===== config.mk =====
export PLATFORM = sky130hd
export DESIGN_NAME = seg_scan_ctrl
export DESIGN_NICKNAME = d
export VERILOG_FILES = /design/src/rtl/seg_pkg.sv /design/src/rtl/seg_decode.sv /design/src/rtl/seg_scan_ctrl.sv
export SDC_FILE = /design/constraint.sdc
export NUM_CORES = 1
export LEC_CHECK = 0
export ABC_AREA = 1
export BUFFER_PORTS_ARGS = -buffer_cell sky130_fd_sc_hd__clkbuf_2
export CORE_MARGIN = 2
export CORE_UTILIZATION = 57
export DETAILED_ROUTE_END_ITERATION = 10
export GPL_ROUTABILITY_DRIVEN = 0
export GPL_TIMING_DRIVEN = 0
export PLACE_DENSITY = 0.78
export SLEW_MARGIN = 20
export SYNTH_ARGS = -nofsm -noshare
export SYNTH_HDL_FRONTEND = slang
export SYNTH_SLANG_ARGS = --single-unit

===== constraint.sdc =====
create_clock -name clk -period 2.2 [get_ports clk]
set_clock_uncertainty 0.15 [all_clocks]
set_input_delay 0.44 -clock clk [delete_from_list [all_inputs] [get_ports clk]]
set_output_delay 0.44 -clock clk [all_outputs]
set_load 0.02 [all_outputs]

===== src/rtl/seg_pkg.sv =====
// Shared constants for the multiplexed 7-segment scan controller:
// segment patterns {a,b,c,d,e,f,g,dp} (active-high) and scan FSM states.
package seg_pkg;

    localparam logic [7:0] SEG_0     = 8'b1111_1100;
    localparam logic [7:0] SEG_1     = 8'b0110_0000;
    localparam logic [7:0] SEG_2     = 8'b1101_1010;
    localparam logic [7:0] SEG_3     = 8'b1111_0010;
    localparam logic [7:0] SEG_4     = 8'b0110_0110;
    localparam logic [7:0] SEG_5     = 8'b1011_0110;
    localparam logic [7:0] SEG_6     = 8'b1011_1110;
    localparam logic [7:0] SEG_7     = 8'b1110_0000;
    localparam logic [7:0] SEG_8     = 8'b1111_1110;
    localparam logic [7:0] SEG_9     = 8'b1110_0110;
    localparam logic [7:0] SEG_BLANK = 8'h00;

    typedef enum logic [1:0] {
        IDLE  = 2'd0,
        BLANK = 2'd1,
        DRIVE = 2'd2
    } state_t;

endpackage


===== src/rtl/seg_decode.sv =====
// Combinational BCD to 7-segment decoder; non-BCD nibbles render dark.
module seg_decode
    import seg_pkg::*;
(
    input  logic [3:0] bcd_i,
    output logic [7:0] seg_o
);

    // Map one BCD nibble to its segment pattern
    always_comb begin
        seg_o = SEG_BLANK;
        case (bcd_i)
            4'd0:    seg_o = SEG_0;
            4'd1:    seg_o = SEG_1;
            4'd2:    seg_o = SEG_2;
            4'd3:    seg_o = SEG_3;
            4'd4:    seg_o = SEG_4;
            4'd5:    seg_o = SEG_5;
            4'd6:    seg_o = SEG_6;
            4'd7:    seg_o = SEG_7;
            4'd8:    seg_o = SEG_8;
            4'd9:    seg_o = SEG_9;
            default: seg_o = SEG_BLANK;
        endcase
    end

endmodule


===== src/rtl/seg_scan_ctrl.sv =====
// 4-digit multiplexed 7-segment scan controller. A written word waits in a
// one-entry pending buffer and is promoted to the displayed word only at a
// frame boundary (or at once while idle), so no frame mixes two words.
module seg_scan_ctrl
    import seg_pkg::*;
#(
    parameter int unsigned SCAN_DIV  = 1000,
    parameter int unsigned BLANK_CYC = 16
) (
    input  logic        clk,
    input  logic        rst,
    input  logic        en,
    input  logic        lz_en,
    input  logic        wr_valid,
    output logic        wr_ready,
    input  logic [15:0] wr_data,
    output logic [7:0]  seg,
    output logic [3:0]  dig,
    output logic        frame_done
);

    localparam int unsigned CW = $clog2(SCAN_DIV);
    localparam logic [CW-1:0] SLOT_LAST  = CW'(SCAN_DIV - 1);
    localparam logic [CW-1:0] BLANK_LAST = CW'(BLANK_CYC - 1);

    state_t        state_q, state_d;
    logic [CW-1:0] cnt_q, cnt_d;
    logic [1:0]    idx_q, idx_d;
    logic [15:0]   pend_q, pend_d;
    logic          pend_full_q, pend_full_d;
    logic [15:0]   act_q, act_d;
    logic          wr_ready_q, wr_ready_d;
    logic [7:0]    seg_q, seg_d;
    logic [3:0]    dig_q, dig_d;
    logic          frame_done_q, frame_done_d;

    logic          accept, boundary, promote;
    logic [3:0]    cur_nib;
    logic [7:0]    cur_seg;
    logic          z3, z2, z1, suppress;

    assign accept   = wr_valid && wr_ready_q;
    assign boundary = en && (state_q == DRIVE) && (idx_q == 2'd0) && (cnt_q == SLOT_LAST);
    assign promote  = pend_full_q && ((state_q == IDLE) || boundary);

    assign cur_nib = act_q[{idx_q, 2'b00} +: 4];

    // A digit is a leading zero when it and every higher digit are zero
    assign z3 = (act_q[15:12] == 4'd0);
    assign z2 = z3 && (act_q[11:8] == 4'd0);
    assign z1 = z2 && (act_q[7:4] == 4'd0);
    assign suppress = lz_en && (((idx_q == 2'd3) && z3) ||
                                ((idx_q == 2'd2) && z2) ||
                                ((idx_q == 2'd1) && z1));

    seg_decode u_dec (
        .bcd_i (cur_nib),
        .seg_o (cur_seg)
    );

    // Scan FSM next state: slot counter and digit index
    always_comb begin
        state_d = state_q;
        cnt_d   = cnt_q;
        idx_d   = idx_q;
        if (!en) begin
            state_d = IDLE;
            cnt_d   = '0;
            idx_d   = 2'd3;
        end else begin
            case (state_q)
                IDLE: begin
                    state_d = BLANK;
                    cnt_d   = '0;
                    idx_d   = 2'd3;
                end
                BLANK: begin
                    cnt_d = cnt_q + CW'(1);
                    if (cnt_q == BLANK_LAST) state_d = DRIVE;
                end
                DRIVE: begin
                    if (cnt_q == SLOT_LAST) begin
                        state_d = BLANK;
                        cnt_d   = '0;
                        idx_d   = idx_q - 2'd1;
                    end else begin
                        cnt_d = cnt_q + CW'(1);
                    end
                end
                default: begin
                    state_d = IDLE;
                    cnt_d   = '0;
                    idx_d   = 2'd3;
                end
            endcase
        end
    end

    // Pending/active word handling; accept and promote are mutually exclusive
    // because a full pending buffer holds wr_ready low
    always_comb begin
        pend_d      = pend_q;
        pend_full_d = pend_full_q;
        act_d       = act_q;
        if (accept) begin
            pend_d      = wr_data;
            pend_full_d = 1'b1;
        end else if (promote) begin
            act_d       = pend_q;
            pend_full_d = 1'b0;
        end
        wr_ready_d = !pend_full_d;
    end

    // Output patterns derived from the current scan position
    always_comb begin
        seg_d        = SEG_BLANK;
        dig_d        = '0;
        frame_done_d = boundary;
        if (en && (state_q == DRIVE)) begin
            dig_d = 4'b0001 << idx_q;
            seg_d = suppress ? SEG_BLANK : cur_seg;
        end
    end

    // Scan state registers
    always_ff @(posedge clk or negedge rst) begin
        if (!rst) begin
            state_q <= IDLE;
            cnt_q   <= '0;
            idx_q   <= 2'd3;
        end else begin
            state_q <= state_d;
            cnt_q   <= cnt_d;
            idx_q   <= idx_d;
        end
    end

    // Word storage registers
    always_ff @(posedge clk or negedge rst) begin
        if (!rst) begin
            pend_q      <= '0;
            pend_full_q <= 1'b0;
            act_q       <= '0;
            wr_ready_q  <= 1'b1;
        end else begin
            pend_q      <= pend_d;
            pend_full_q <= pend_full_d;
            act_q       <= act_d;
            wr_ready_q  <= wr_ready_d;
        end
    end

    // Registered display outputs
    always_ff @(posedge clk or negedge rst) begin
        if (!rst) begin
            seg_q        <= SEG_BLANK;
            dig_q        <= '0;
            frame_done_q <= 1'b0;
        end else begin
            seg_q        <= seg_d;
            dig_q        <= dig_d;
            frame_done_q <= frame_done_d;
        end
    end

    assign wr_ready   = wr_ready_q;
    assign seg        = seg_q;
    assign dig        = dig_q;
    assign frame_done = frame_done_q;

endmodule


==> results.yml, run 1 <==
outcome:
  status: "completed"
placement:
  port_buffers: 33
  place_hpwl_mm: 3.70
  placedInstanceArea_um2: 3160
sta:
  setup_tns_ns: 0
  fin_crit_sh: 0.902
  rsz0062_at_grt: "no"
  period_needed_ns: 1.98
  slew_viol_final: 0
  fmax_ghz: 0.504
  hold_viol: 0
  setup_viol: 0
finish:
  regArea_um2: 1510
  drive_gt1_frac: 0.177
  area_growth_pct: 17.5
  antenna_cells: 0
  layout.nets: 431
  multi_input_area_um2: 1240
  fillers: 399
  design_area_um2: 3400
floorplanning:
  row_count: 25
  die_h_um: 75.2
  ioPinCount: 35
  die_x_um: 75.2
  start_util: 0.601
  coreArea_um2: 4820
  fp.dieArea_um2: 5660
yosys:
  synth_compound_area_frac: 0.0225
  yosysTopAreaCell: "dfrtp_1"
  synthMuxAreaShare: 0
  synth_nets: 385
  synth.distinct_cells: 28
  synth-xor-area-share: 0.0212
  synth_top_family_by_area: "simple AND/OR/NAND/NOR gates"
  synthSimpleGateAreaFrac: 0.323
  yosysWarnings: 0
  synthFlopType: "dfrtp_1"
  synth_area_um2: 2890
  async_flop_share: 1.00
  synth.top_cell.area_share: 0.493
  synth_cells: 350
  synth_area_leaders: "dfrtp_1, nand2_1, ha_1, nor2_1, nand3_1"
  syn_area_per_cell_um2: 8.27
  synthAdderAreaFrac: 0.0606
  synth-edff-count: 0
  yosysSeqAreaShare: 0.520
  ys_ff_latch: 60
setup_path:
  start_kind: "register"
  required_ns: 2.27
  critical_path_class: "reg2reg"
  rrSetupSlack_ns: 0.22
  cp-startpoint: "state_q[0]$_DFFE_PN0P_"
  crit_arrival_ns: 2.05
  r2r-start: "state_q[0]$_DFFE_PN0P_"
  worstRegToRegCells: 10
  r2r-end: "act_q[7]$_DFFE_PN0P_"
  endpoint_kind: "register"
  crit_end: "act_q[7]$_DFFE_PN0P_"
  cp_max_fo: 10
power_and_ir_drop:
  peakVddDrop_v: 0.000933
  internal_power_mw: 2.72
  switching_share: 0.392
  p_leak_nw: 1.87
  switching_power_mw: 1.76
  power-per-cell-area_nw_per_um2: 1320
  combPwrFrac: 0.371
  power_frac_clock: 0.245
  pwr-share-seq: 0.384
clocking:
  cts_tree: "yes"
  cts-htree-levels: 3
  clkSinkCount: 60
  numCtsBuffers: 9
  clockRootBuffer: "clkbuf_8"
  clock_latency_ns: 0.33
  clk_pin_slew_worst_paths_ns: 0.07
  cts.path.max_buffers: 2
routing:
  drt_iter0_markers: 100
  drt-wirelength-per-cell_um: 11.1
  via_count: 2253
  route.detailed.drc: 0
  routed_wl_mm: 5.19
  drtPass1Iterations: 4
  viasPerCell: 4.81
  antenna_left: 0
global_route:
  grt_pass1_vias: 2121
  antenna_found_initial: 0
  overflow: 0
  gr-usage-all-layers: 0.219
  grt_max_degree: 44
  grt_pass1_wl_mm: 9.38
worst_hold_path:
  hp-start: "wr_data[10]"
  hp-class: "in2reg"
  hold_depth: 3
run:
  max-cap-violations: 0
-- worst max-delay path, cell delays in order (launching register included) --
cell	delay, ns
dfrtp_1	0.42
inv_1	0.11
ha_1	0.23
nand2_2	0.17
nor2_4	0.15
nand4_2	0.15
nand2_4	0.16
nand2_4	0.09
buf_6	0.15
nand2_1	0.06
nand2_1	0.05
-- layout make-up --
cell class              count  area share
plain buffers               8      0.0140
clock buffers              10      0.0405
clock inverters             6      0.0258
inverters                  27      0.0298
multi-input cells         255       0.364
flip-flops and latches     60       0.443
well taps                  67      0.0247
repair buffers             35      0.0582
-- cells in the mapped netlist (2+ instances only) --
cell and n:
nand2_1 138, dfrtp_1 57, nor2_1 42, nand3_1 28, inv_1 22, ha_1 14
o21ai_1 6, inv_2 5, xor2_1 5, a21oi_1 4, clkbuf_1 3, dfstp_2 3
buf_2 2, buf_4 2, nand2_2 2, nand2_4 2, nand4_1 2, nor2_4 2
xnor2_1 2
-- placed cells by master, fill, tap and decap left out, drive strengths merged, types with 4 or more instances in the layout --
cell	instances
buf	6
nand3	28
clkbuf	46
ha	14
dfrtp	57
nand2	142
nor2	44
inv	27
xor2	5
a21oi	4
o21ai	6
-- cells by family after synthesis --
family / after synthesis
AO/OA/AOI/OAI: 12
AND/OR/NAND/NOR: 221
flip-flops: 60
XOR/XNOR: 7
other: 1
buffers and inverters: 35
adder cells (fa/ha/maj): 14
-- state kept, by name, indices dropped and copies added, names as in the netlist --
signal	flops
act_q	16
pend_q	16
cnt_q	10
seg	7
dig	4
idx_q	2
state_q	2
frame_done	1
pend_full_q	1
wr_ready	1
-- worst min path at each step --
stage / endpoint / slack [ns]
2_1_floorplan: act_q[0]$_DFFE_PN0P_ / -0.006
3_5_place_dp: pend_q[1]$_DFFE_PN0P_ / 0.21
5_1_grt: pend_q[10]$_DFFE_PN0P_ / 0.15
3_3_place_gp: cnt_q[0]$_DFF_PN0_ / 0.29
6_report: pend_q[10]$_DFFE_PN0P_ / 0.14
4_1_cts: pend_q[12]$_DFFE_PN0P_ / 0.14
-- power by group through the flow --
stage               Clock, mW  Combinational [mW]  Sequential (mW)
floorplan                   0                1.25             1.71
global placement            0                1.59             1.72
detailed placement          0                1.64             1.73
CTS                      1.11                1.67             1.72
global route             1.17                1.96             1.77
finish                   1.10                1.66             1.72
-- metal layers --
layer / global-route usage / vias to the layer above / wire length (µm)
met5: 0 / - / 0
met4: 0.0702 / 0 / 68
met3: 0.0562 / 7 / 187
met2: 0.352 / 49 / 2440
met1: 0.292 / 1023 / 2500
li1: - / 1174 / -
-- what timing repair did --
action                                 in CTS  in global routing
gates resized for setup                     0                  0
endpoints found under the hold margin      16                  0
setup buffers                               0                  0
hold buffers                                1                  0
-- stage by stage --
stage / cells / utilization / power, mW / setup WS, ns / hold slack (ns)
finish: 468 / 0.706 / 4.48 / 0.215 / 0.143
global route: 468 / 0.706 / 4.90 / 0.0379 / 0.154
CTS: 468 / 0.706 / 4.50 / 0.213 / 0.137
detailed placement: 451 / 0.657 / 3.37 / 0.242 / 0.210
global placement: 450 / 0.652 / 3.31 / 0.274 / 0.292
floorplan: 350 / - / 2.97 / 0.447 / -0.00559
Power figures use the tool's default switching activity.
==> run 2: changes to the inputs <==
--- a/config.mk
+++ b/config.mk
@@ -6,13 +6,14 @@
 export NUM_CORES = 1
 export LEC_CHECK = 0
 export ABC_AREA = 1
-export BUFFER_PORTS_ARGS = -buffer_cell sky130_fd_sc_hd__clkbuf_2
+export BUFFER_PORTS_ARGS = -buffer_cell sky130_fd_sc_hd__buf_2
 export CORE_MARGIN = 2
 export CORE_UTILIZATION = 57
 export DETAILED_ROUTE_END_ITERATION = 10
 export GPL_ROUTABILITY_DRIVEN = 0
 export GPL_TIMING_DRIVEN = 0
 export PLACE_DENSITY = 0.78
+export RECOVER_POWER = 50
 export SLEW_MARGIN = 20
 export SYNTH_ARGS = -nofsm -noshare
 export SYNTH_HDL_FRONTEND = slang
==> run 2 against run 1 <==
Non-clock buffer count down 2. Final area down 0.77%. Register-to-register slack better by 0.03 ns. Combinational power about the same. Largest power group unchanged.
==> results.yml, run 2 (synthesis results as in run 1) <==
outcome:
  status: "completed"
power_and_ir_drop:
  peakVddDrop_v: 0.000837
  power_frac_clock: 0.256
  internal_power_mw: 2.80
  power-per-cell-area_nw_per_um2: 1340
  switching_share: 0.382
  switching_power_mw: 1.73
  p_leak_nw: 1.88
  pwr-share-seq: 0.379
  combPwrFrac: 0.365
floorplanning:
  coreArea_um2: 4820
  die_h_um: 75.2
  die_x_um: 75.2
  start_util: 0.601
  row_count: 25
  ioPinCount: 35
  fp.dieArea_um2: 5660
finish:
  antenna_cells: 0
  area_growth_pct: 16.6
  final_cell_mix: "nand2_1, dfrtp_1, nor2_1, buf_2, nand3_1"
  design_area_um2: 3370
  instances_no_fill: 466
  layout_commonest_cell: "nand2_1"
  drive_gt1_frac: 0.165
  layout.nets: 429
  reg_top3: "act_q: 16 flops, pend_q: 16 flops, cnt_q: 10 flops"
clocking:
  clock_latency_ns: 0.33
  holdBufCountCts: 0
  post_cts_buffers: 0
  cts-htree-levels: 3
  cts_tree: "yes"
  clkSinkCount: 60
  clk_pin_slew_worst_paths_ns: 0.06
  cts.repair.resized: 0
  numCtsBuffers: 9
  clockRootBuffer: "clkbuf_8"
  cts.path.max_buffers: 2
placement:
  dp_cells: 450
  port_buffers: 33
  placedInstanceArea_um2: 3140
  place_hpwl_mm: 3.67
global_route:
  antenna_found_initial: 0
  gr-usage-all-layers: 0.219
  grt_pass1_wl_mm: 9.24
  grt_pass1_vias: 2130
  grt_max_degree: 61
  overflow: 0
sta:
  slew_viol_final: 0
  setup_viol: 0
  max_slew_margin: 0.0629
  period_needed_ns: 1.95
  fmax_ghz: 0.512
  setup_tns_ns: 0
  rsz0062_at_grt: "no"
  worst_pin_slew_ns: 1.41
  fin_crit_sh: 0.887
  fin_hold_ws_ns: 0.146
  hold_viol: 0
setup_path:
  worstRegToRegCells: 9
  crit_arrival_ns: 2.06
  critical_path_class: "reg2reg"
  cp_max_fo: 10
  required_ns: 2.31
  start_kind: "register"
  endpoint_kind: "register"
routing:
  viasPerCell: 4.88
  antenna_left: 0
  routed_wl_mm: 5.20
  drtPass1Iterations: 4
  via_count: 2276
  drt-wirelength-per-cell_um: 11.2
  route.detailed.drc: 0
  drt_iter0_markers: 107
run:
  max-cap-violations: 0
worst_hold_path:
  hp-class: "in2reg"
  hold_depth: 3
-- run 2: cell types whose count changed in the layout (fill, tap and decap cells not counted), sizes merged --
cell,previous run,this run
buf,6,37
clkinvlp,3,0
clkinv,1,2
clkbuf,46,15
dlygate4sd3,1,0
bufinv,2,3
-- run 2: worst paths after layout --
| kind | start | to | slack [ns] |
|---|---|---|---|
| max | idx_q[0]$_DFFE_PN1P_ | seg[4]$_DFF_PN0_ | 0.25 |
| min | wr_data[15] | pend_q[15]$_DFFE_PN0P_ | 0.15 |
| max reg2reg | idx_q[0]$_DFFE_PN1P_ | seg[4]$_DFF_PN0_ | 0.25 |
| min reg2reg | cnt_q[0]$_DFF_PN0_ | cnt_q[0]$_DFF_PN0_ | 0.31 |
| max in group asynchronous | rst | state_q[1]$_DFFE_PN0P_ | 0.77 |
| min in group asynchronous | rst | pend_q[3]$_DFFE_PN0P_ | 0.28 |
-- run 2: per-stage QoR --
step / power [mW] / setup WS (ns) / utilization
finish: 4.53 / 0.248 / 0.700
detailed placement: 3.38 / 0.253 / 0.653
global placement: 3.31 / 0.276 / 0.652
global route: 4.96 / 0.0728 / 0.700
CTS: 4.56 / 0.233 / 0.701
floorplan: 2.97 / 0.447 / -
-- run 2: area by class of cell --
type	instances	area (µm²)
fillers	413	1440
clock inverters	5	100
repair buffers	33	165
well taps	67	83.8
multi-input cells	255	1240
clock buffers	11	131
flip-flops and latches	60	1510
plain buffers	8	47.5
inverters	27	101
-- run 2: layer usage --
layer | global-route usage | vias to the layer above | wire length [µm]
met4 | 0.0760 | 0 | 70
met5 | 0 | - | 0
met1 | 0.273 | 1037 | 2460
li1 | - | 1172 | -
met3 | 0.0817 | 8 | 230
met2 | 0.353 | 59 | 2450
-- run 2: power groups by stage --
stage	clock network (mW)	logic, mW	registers [mW]
after CTS	1.17	1.67	1.72
after global placement	0	1.59	1.72
final	1.16	1.65	1.72
after global routing	1.24	1.95	1.77
after detailed placement	0	1.65	1.73
after floorplan	0	1.25	1.71
-- run 2: worst max-delay path: stages (launching register included) --
cell,delay (ns)
dfstp_2,0.58
buf_2,0.21
nand2_1,0.07
nand3_1,0.09
nand2_1,0.14
ha_1,0.31
inv_1,0.04
nor2_1,0.13
nor2_1,0.06
nor2_1,0.10
